### config.mk
export PLATFORM = sky130hd
export DESIGN_NAME = pc_fetch_unit
export DESIGN_NICKNAME = d
export VERILOG_FILES = /design/src/rtl/fetch_pkg.sv /design/src/rtl/fetch_queue.sv /design/src/rtl/pc_fetch_unit.sv
export SDC_FILE = /design/constraint.sdc
export NUM_CORES = 1
export LEC_CHECK = 0
export ABC_AREA = 1
export BUFFER_PORTS_ARGS = -buffer_cell sky130_fd_sc_hd__buf_2
export CAP_MARGIN = 5
export CORE_MARGIN = 1.5
export CORE_UTILIZATION = 44
export CTS_CLUSTER_DIAMETER = 150
export DETAILED_ROUTE_END_ITERATION = 10
export PLACE_DENSITY = 0.75
export SETUP_SLACK_MARGIN = 0.2
export SLEW_MARGIN = 40
export SYNTH_ARGS = -nofsm -noshare
export SYNTH_HDL_FRONTEND = slang
export SYNTH_SLANG_ARGS = --single-unit
### constraint.sdc
create_clock -name clk -period 26.6 [get_ports clk]
set_input_delay 0 -clock clk [delete_from_list [all_inputs] [get_ports clk]]
set_output_delay 0 -clock clk [all_outputs]
set_load 0.01 [all_outputs]
### src/rtl/fetch_pkg.sv
// Shared types and default constants for the instruction fetch unit.
// Optional FETCH_PERF_EN adds performance counters to pc_fetch_unit.
package fetch_pkg;

    typedef enum logic [1:0] {
        FETCH = 2'd0,
        HOLD  = 2'd1,
        DRAIN = 2'd2
    } fetch_state_t;

    localparam int          DEF_N        = 64;
    localparam int          DEF_STEP     = 4;
    localparam logic [63:0] DEF_RESET_PC = 64'd0;

    typedef struct packed {
        logic [DEF_N-1:0] pc;
        logic [DEF_N-1:0] instr;
    } fetch_entry_t;

endpackage

### src/rtl/fetch_queue.sv
// Synchronous FIFO buffering fetched {pc, instr} entries toward decode.
// Flush empties the queue and overrides a same-cycle push or pop.
module fetch_queue
    import fetch_pkg::*;
#(
    parameter int WIDTH     = 2 * DEF_N,
    parameter int DEPTH     = 2,
    parameter int LOG2DEPTH = 1
) (
    input  logic                 clk,
    input  logic                 reset,
    input  logic                 i_push,
    input  logic                 i_pop,
    input  logic                 i_flush,
    input  logic [WIDTH-1:0]     i_wdata,
    output logic [WIDTH-1:0]     o_rdata,
    output logic                 o_full,
    output logic                 o_empty,
    output logic [LOG2DEPTH:0]   o_count
);

    localparam logic [LOG2DEPTH:0] FULL_CNT = (LOG2DEPTH+1)'(DEPTH);

    logic [WIDTH-1:0]     r_mem [DEPTH];
    logic [LOG2DEPTH-1:0] r_wr_ptr;
    logic [LOG2DEPTH-1:0] r_rd_ptr;
    logic [LOG2DEPTH:0]   r_count;
    logic                 w_do_push;
    logic                 w_do_pop;

    assign o_full    = (r_count == FULL_CNT);
    assign o_empty   = (r_count == '0);
    assign o_count   = r_count;
    assign w_do_pop  = i_pop && !o_empty;
    assign w_do_push = i_push && (!o_full || w_do_pop);

    // NOTE: sequential state is updated with non-blocking assignments so every
    // register samples the pre-edge values of its neighbours.
    always_ff @(posedge clk) begin
        if (reset || i_flush) begin
            r_wr_ptr <= '0;
            r_rd_ptr <= '0;
            r_count  <= '0;
        end else begin
            if (w_do_push) r_wr_ptr <= r_wr_ptr + 1'b1;
            if (w_do_pop)  r_rd_ptr <= r_rd_ptr + 1'b1;
            case ({w_do_push, w_do_pop})
                2'b10:   r_count <= r_count + 1'b1;
                2'b01:   r_count <= r_count - 1'b1;
                default: r_count <= r_count;
            endcase
        end
    end

    // NOTE: the storage array has no reset; the empty flag masks stale contents,
    // which keeps the array as plain RAM-style flops without a reset network.
    always_ff @(posedge clk) begin
        if (w_do_push && !i_flush && !reset) r_mem[r_wr_ptr] <= i_wdata;
    end

    assign o_rdata = o_empty ? '0 : r_mem[r_rd_ptr];

endmodule

### src/rtl/pc_fetch_unit.sv
// PC register, req/ack instruction-memory front end and decode queue with branch redirect.
// Define FETCH_PERF_EN to add saturating perf_fetched / perf_stall counters.
module pc_fetch_unit
    import fetch_pkg::*;
#(
    parameter int             N         = DEF_N,
    parameter int             STEP      = DEF_STEP,
    parameter logic [N-1:0]   RESET_PC  = N'(DEF_RESET_PC),
    parameter int             DEPTH     = 2,
    parameter int             LOG2DEPTH = 1
) (
    input  logic         clk,
    input  logic         reset,
    input  logic         branch_taken,
    input  logic [N-1:0] branch_target,
    output logic         mem_req,
    output logic [N-1:0] mem_addr,
    input  logic         mem_ack,
    input  logic [N-1:0] mem_data,
    output logic         instr_valid,
    input  logic         instr_ready,
    output logic [N-1:0] instr_data,
    output logic [N-1:0] instr_pc
`ifdef FETCH_PERF_EN
    ,
    output logic [31:0]  perf_fetched,
    output logic [31:0]  perf_stall
`endif
);

    localparam int                 CNT_W    = LOG2DEPTH + 1;
    localparam logic [CNT_W-1:0]   FULL_CNT = CNT_W'(DEPTH);

    fetch_state_t     r_state;
    fetch_state_t     w_state_next;
    logic [N-1:0]     r_pc;
    logic [N-1:0]     w_pc_next;
    logic [N-1:0]     r_target;
    logic [N-1:0]     w_target_next;
    logic             r_req;
    logic             w_req_next;
    logic             w_ack;
    logic             w_pop;
    logic             w_push;
    logic             w_flush;
    logic             w_full;
    logic             w_empty;
    logic [CNT_W-1:0] w_count;
    logic [CNT_W-1:0] w_count_after;
    logic [2*N-1:0]   w_head;

    assign w_ack       = r_req && mem_ack;
    assign instr_valid = !w_empty;
    assign w_pop       = instr_valid && instr_ready;
    assign mem_req     = r_req;
    assign mem_addr    = r_pc;
    assign instr_pc    = w_head[2*N-1:N];
    assign instr_data  = w_head[N-1:0];

    fetch_queue #(
        .WIDTH     (2 * N),
        .DEPTH     (DEPTH),
        .LOG2DEPTH (LOG2DEPTH)
    ) u_queue (
        .clk     (clk),
        .reset   (reset),
        .i_push  (w_push),
        .i_pop   (w_pop),
        .i_flush (w_flush),
        .i_wdata ({r_pc, mem_data}),
        .o_rdata (w_head),
        .o_full  (w_full),
        .o_empty (w_empty),
        .o_count (w_count)
    );

    // NOTE: every signal written here gets a default first, so no path leaves
    // one unassigned and no latch is inferred.
    always_comb begin
        w_state_next  = r_state;
        w_pc_next     = r_pc;
        w_target_next = r_target;
        w_req_next    = r_req;
        w_push        = 1'b0;
        w_flush       = 1'b0;
        w_count_after = w_count;
        case (r_state)
            FETCH, HOLD: begin
                if (branch_taken) begin
                    w_flush = 1'b1;
                    // An issued request cannot be withdrawn: wait for its ack and drop it.
                    if (r_req && !mem_ack) begin
                        w_state_next  = DRAIN;
                        w_target_next = branch_target;
                    end else begin
                        w_state_next = FETCH;
                        w_pc_next    = branch_target;
                        w_req_next   = 1'b1;
                    end
                end else begin
                    w_push = w_ack && (!w_full || w_pop);
                    if (w_push) w_pc_next = r_pc + N'(STEP);
                    w_count_after = w_count + CNT_W'(w_push) - CNT_W'(w_pop);
                    w_req_next    = (r_req && !mem_ack) || (w_count_after < FULL_CNT);
                    w_state_next  = w_req_next ? FETCH : HOLD;
                end
            end
            DRAIN: begin
                if (branch_taken) w_target_next = branch_target;
                if (w_ack) begin
                    w_state_next = FETCH;
                    w_pc_next    = branch_taken ? branch_target : r_target;
                end
            end
            default: w_state_next = FETCH;
        endcase
    end

    always_ff @(posedge clk) begin
        if (reset) begin
            r_state  <= FETCH;
            r_pc     <= RESET_PC;
            r_target <= RESET_PC;
            r_req    <= 1'b0;
        end else begin
            r_state  <= w_state_next;
            r_pc     <= w_pc_next;
            r_target <= w_target_next;
            r_req    <= w_req_next;
        end
    end

`ifdef FETCH_PERF_EN
    logic [31:0] r_perf_fetched;
    logic [31:0] r_perf_stall;

    always_ff @(posedge clk) begin
        if (reset) begin
            r_perf_fetched <= '0;
            r_perf_stall   <= '0;
        end else begin
            if (w_push && (r_perf_fetched != '1))
                r_perf_fetched <= r_perf_fetched + 32'd1;
            if (!instr_valid && (r_state != HOLD) && (r_perf_stall != '1))
                r_perf_stall <= r_perf_stall + 32'd1;
        end
    end

    assign perf_fetched = r_perf_fetched;
    assign perf_stall   = r_perf_stall;
`endif

endmodule
==> summary.txt, run 1 <==
CP max-delay cell: inv_4
Clock buffer depth: 3
Worst path cell trace: inv_2 -> nor2_4 -> inv_6 -> nand2_8 -> nand2_2 -> nand3_4 -> buf_12 -> inv_4 -> o21ai_0 -> a21oi_1
Crit path launch: r_state[1]
Fraction of layout cells with a size suffix above 1: 0.179
Global route overflow: 0
Min-delay src: mem_data[3]
Final slew viol count: 0
Maximum VDD drop: 0.0000415 V
EDFF count, synth: 256
GRT Total Usage: 0.267
WP buf/inv: 4
Setup ws final: 23.29 ns
Number of CTS-inserted buffers: 42
Synth Flop Type: edfxtp_1
P&R area growth vs syn: 26.1%
Worst hold margin: 0.161 ns
Type of origin of the critical path: flop
TritonCTS Sinks: 392
First DRT Iteration DRCs: 1,655
Core area: 40,800 µm²
Critical Path End Type: flop
H-tree depth: 2
Worst rel slew slack: 0.436
Leakage: 9.15 nW
Seq cells post-synth: 392
Crit path max-delay family: buffers and inverters
Die width: 206 µm
Warnings from Yosys: 0
CTS tree: yes
Number of global-route vias before repair: 16,000
Vias/cell: 5.49
Final worst path period need: 3.31 ns
Syn Nets: 2,272
Largest net degree at the start of global routing: 115
Antenna violations before repair: 1
CP Class: flop to flop
Mapped Area: 18,200 µm²
Netlist cell types: 42
Hold WC Path Type: input pin to flop
Row count: 74
Finished Layout Cells: 3,107
# nets final: 2,676
Routability cong.: 0.974
Crit-path max FO: 107
Dpl ws: 22.92 ns
First-pass GRT wire length: 88,000 µm
RSZ-0062 raised after global routing: false
Syn avg cell area: 8.53 µm²
Die footprint: 42,600 µm²
Clock root buffer: clkbuf_16
Initial Util: 0.446
Post-route ant nets: 0
Post-Syn Instances: 2,136
Die Y: 206 µm
Req. time, crit path: 27.08 ns
Clock transition at path regs: 0.06 ns
Via Count: 17,100
Final hold vios: 0
DR pass1 iterations: 7
Number of I/O pins: 327
Hpwl dp: 38,000 µm
Clk_lat worst skew: 0.57 ns
Placed Instances: 2,887
Pwr/cell area: 63.3 nW/µm²
F_max: 302 MHz
Wire per inst: 18.8 µm
Worst Tran Pin Value: 0.846 ns
Total negative slack: 0 ns
Crit path arrival time: 3.79 ns
Seq/Total Area, Yosys: 0.572
RR Startpoint: r_state[1]
Share of async-settable or async-resettable flops after synthesis: 0
Final WL: 58,500 µm
Skew final: 0.0182 ns
Status: finished clean
Largest stage delay, worst path: 0.52 ns
Setup violations, final: 0
PortBufs: 326
Layout fillers: 3,542
Max cap viols: 0
Remaining DRCs: 0
Fin crit share: 0.124
[final timing paths]
check | to | slack [ns] | cells past startpoint
worst max-delay path | mem_addr[9] | 23.29 | 10
worst min register to register | r_target[3] | 0.48 | 2
worst max register to register | mem_addr[9] | 23.29 | 10
worst min-delay path | u_queue.r_mem[0][3] | 0.16 | 2
[metrics by stage]
stage	total power [mW]	cell area, µm²	utilization
2_1_floorplan	0.800	18200	-
3_3_place_gp	0.863	20100	0.493
3_5_place_dp	0.868	20200	0.494
4_1_cts	1.46	22900	0.562
5_1_grt	1.50	23000	0.562
6_report	1.45	23000	0.562
[layout by cell type, fill, tap and decap left out, drive strengths merged, types with 26 or more instances in the layout]
cell,Yosys,routed
a21oi,365,365
inv,66,66
nor2,211,211
clkbuf,72,62
buf,48,340
edfxtp,256,256
nand3,26,26
o21ai,165,165
dlygate4sd3,0,140
nand2,720,720
dfxtp,136,136
[cell usage after synthesis, types with 6 or more instances]
master	n	area [µm²]
nand2_1	699	2620
a21oi_1	364	1820
edfxtp_1	256	7690
nor2_1	188	706
o21ai_0	137	686
dfxtp_1	136	2720
clkbuf_1	72	270
inv_1	61	229
buf_2	32	160
o21ai_1	27	135
nand3_1	23	115
nand2_2	18	113
nor2_2	13	81.3
buf_1	10	37.5
a221oi_1	9	78.8
nor2_4	9	101
xnor2_1	9	78.8
xor2_1	9	78.8
a31oi_1	8	50.1
o21bai_1	8	60.1
nand4_1	7	43.8
buf_4	6	45.0
[registers in the layout, summed over array words and instances (netlist names), named ones only]
name              cells
u_queue.o_count       2
mem_addr             64
u_queue.r_wr_ptr      1
u_queue.r_rd_ptr      1
u_queue.r_mem       256
mem_req               1
r_state               2
r_target             64
[kinds of logic after synthesis]
| kind of cell | synth area share |
|---|---|
| buf+inv | 0.0421 |
| simple gates | 0.216 |
| xor+xnor | 0.00866 |
| fa+ha+maj | 0.00206 |
| compound gates | 0.159 |
| flops | 0.572 |
[area by class of cell]
class / count / area [µm²] / share of cell area
clock buffers: 62 / 1230 / 0.0535
diodes: 1 / 2.50 / 0.000109
multi-input cells: 1557 / 7060 / 0.308
flip-flops and latches: 392 / 10400 / 0.454
well taps: 532 / 666 / 0.0290
inverters: 67 / 263 / 0.0114
clock inverters: 16 / 131 / 0.00572
repair buffers: 480 / 3190 / 0.139
[report_power, final]
part | leakage, nW | internal [mW] | switching, mW | total [mW]
Clock | 0.660 | 0.332 | 0.244 | 0.576
Sequential | 3.46 | 0.677 | 0.0423 | 0.719
Combinational | 5.03 | 0.0625 | 0.0955 | 0.158
[repair_timing]
item | in CTS | in global routing
gates resized for setup | 0 | 0
buffers inserted | 0 | 0
endpoints found under the setup margin | 0 | 0
hold endpoints to repair | 259 | 0
hold buffers | 140 | 0
[metal layers]
layer | GRT usage | vias to the layer above | part of all wire
met5 | 0 | - | 0
met4 | 0.0952 | 0 | 0.029
met3 | 0.0470 | 103 | 0.086
met2 | 0.440 | 804 | 0.47
met1 | 0.353 | 8139 | 0.41
li1 | - | 8024 | -
(Power assumes the default switching activity.)
==> run 2, diff against run 1 <==
Clock period 26.6 ns to 3.36 ns, I/O delays scaled along.
==> run 2 against run 1 <==
Compared with the run above:
- non-clock buffer count up 10
- worst hold slack better by 0.015 ns
- critical endpoint is now instr_pc[2]
- clock skew grew 0.011 ns
- flip-flop and latch count did not move
- largest cell class unchanged
- global-route usage is 0.29 points higher
- core utilization increased by 0.29 points
- critical path type is now flop to output port
- count of clock-buffer cells in the layout increased by 1
- critical path depth decreased by 5
==> summary.txt, run 2 (synthesis gave the netlist of run 1 again) <==
Status: finished clean
Max cap viols: 0 (unchanged)
Via Count: 17,000 (-0.15%)
Row count: 74 (unchanged)
Number of flip-flops in the largest register: 256 (unchanged)
Clock buffer depth: 3 (unchanged)
Finished Layout Cells: 3,119 (+0.39%)
Crit-path max FO: 63 (-41%)
Vias/cell: 5.46 (-0.54%)
Global route overflow: 0 (unchanged)
Setup violations, final: 0 (unchanged)
Final WL: 59,700 µm (+2.0%)
Die width: 206 µm (unchanged)
Clk_lat worst skew: 0.57 ns (about the same)
Wire per inst: 19.1 µm (+1.6%)
GRT Total Usage: 0.270 (+0.00293)
Post-route ant nets: 0 (unchanged)
RSZ-0062 raised after global routing: false
Crit path max-delay family: buffers and inverters
Final core occ: 0.565 (+0.00291)
Skew final: 0.0291 ns (+0.0109 ns)
Worst hold margin: 0.176 ns (+0.0153 ns)
Critical Path End Type: output port
Initial Util: 0.446 (unchanged)
DR pass1 iterations: 6 (-1)
First DRT Iteration DRCs: 1,923 (+16%)
Total negative slack: 0 ns (unchanged)
Min-delay src: mem_data[8]
Remaining DRCs: 0 (unchanged)
CP Class: flop to output port
Final slew viol count: 0 (unchanged)
Worst Tran Pin Value: 0.988 ns (+0.142 ns)
Largest stage delay, worst path: 0.50 ns (-0.02 ns)
Maximum VDD drop: 0.000339 V (+720%)
Clock root buffer: clkbuf_16
Pwr/cell area: 497 nW/µm² (+680%)
First-pass GRT wire length: 88,400 µm (+0.47%)
Cts repair resizes: 0 (unchanged)
Leakage: 9.20 nW (+0.61%)
Number of global-route vias before repair: 15,900 (-0.81%)
Core area: 40,800 µm² (unchanged)
F_max: 408 MHz
Hpwl dp: 38,900 µm (+2.4%)
Clock transition at path regs: 0.06 ns (about the same)
TritonCTS Sinks: 392 (unchanged)
Die footprint: 42,600 µm² (unchanged)
Dpl ws: 1.08 ns (-21.83 ns)
RR Startpoint: mem_req
Slack of the worst reg-to-reg path: 0.95 ns (-22.34 ns)
Die Y: 206 µm (unchanged)
Finished Cell Area: 23,100 µm² (+0.52%)
CTS tree: yes
Worst path cell trace: inv_4 -> buf_4 -> nand2_1 -> a21oi_1 -> buf_2
Req. time, crit path: 3.36 ns (-23.72 ns)
Hold WC Path Type: input pin to flop
PortBufs: 326 (unchanged)
Number of CTS-inserted buffers: 42 (unchanged)
Setup ws final: 0.908 ns (-22.38 ns)
Reg with most FFs: u_queue.r_mem
Final worst path period need: 2.45 ns
WP buf/inv: 3 (-1)
Crit path arrival time: 2.45 ns (-1.34 ns)
Final hold vios: 0 (unchanged)
Placed Instances: 2,894 (+0.24%)
Antenna violations before repair: 4 (+3)
Number of I/O pins: 327 (unchanged)
Largest net degree at the start of global routing: 131 (+14%)
Fraction of layout cells with a size suffix above 1: 0.183 (+0.00402)
P&R area growth vs syn: 26.7%
Commonest non-fill, non-tap cell in the layout: nand2_1
CP max-delay cell: inv_4
# nets final: 2,686 (+0.37%)
Most frequent cells in the layout: nand2_1 (698), a21oi_1 (364), buf_2 (326)
Type of origin of the critical path: flop
H-tree depth: 2 (unchanged)
Total power: 11.5 mW (+690%)
Routability cong.: 1.01 (+4.0%)
Worst rel slew slack: 0.342 (-0.0947)
Fin crit share: 0.730
Placed instance area: 20,300 µm² (+0.61%)
## run 2: cell types whose count changed in the layout (fill, tap and decap cells not counted), moves of 3 or more
cell	before	now
dlygate4sd3_1	140	143
buf_12	2	5
buf_4	4	12
dfxtp_1	135	132
clkinv_2	5	8
clkbuf_8	6	2
buf_6	8	3
clkbuf_1	12	16
diode_2	1	4
## run 2: worst paths after layout
check                                      endpoint  cells past startpoint
worst max-delay path                    instr_pc[2]                      5
worst min-delay path            u_queue.r_mem[1][8]                      2
worst max register to register         r_target[23]                      8
worst min register to register          r_target[2]                      2
## run 2: repair_timing
item,4_1_cts,5_1_grt
hold buffers,143,0
endpoints found under the hold margin,260,0
setup buffers,0,0
## run 2: final cells by class
type	count	area, µm²
fill	3581	17800
sequential	392	10400
clock inverter	14	96.3
tap	532	666
inverter	67	260
multi-input combinational	1557	7100
antenna	4	10.0
timing repair buffer	490	3310
clock buffer	63	1210
## run 2: where the power goes
group | leakage, nW | internal, mW | switching [mW] | total [mW]
Sequential | 3.46 | 5.36 | 0.322 | 5.68
Combinational | 5.10 | 0.505 | 0.792 | 1.30
Clock | 0.640 | 2.58 | 1.91 | 4.49
Total | 9.20 | 8.44 | 3.02 | 11.5
## run 2: per-layer routing
layer,up-vias,GRT usage,part of all wire
met1,8028,0.358,0.41
met2,835,0.430,0.46
met4,0,0.0996,0.034
met5,-,0,0
li1,8056,-,-
met3,125,0.0637,0.094
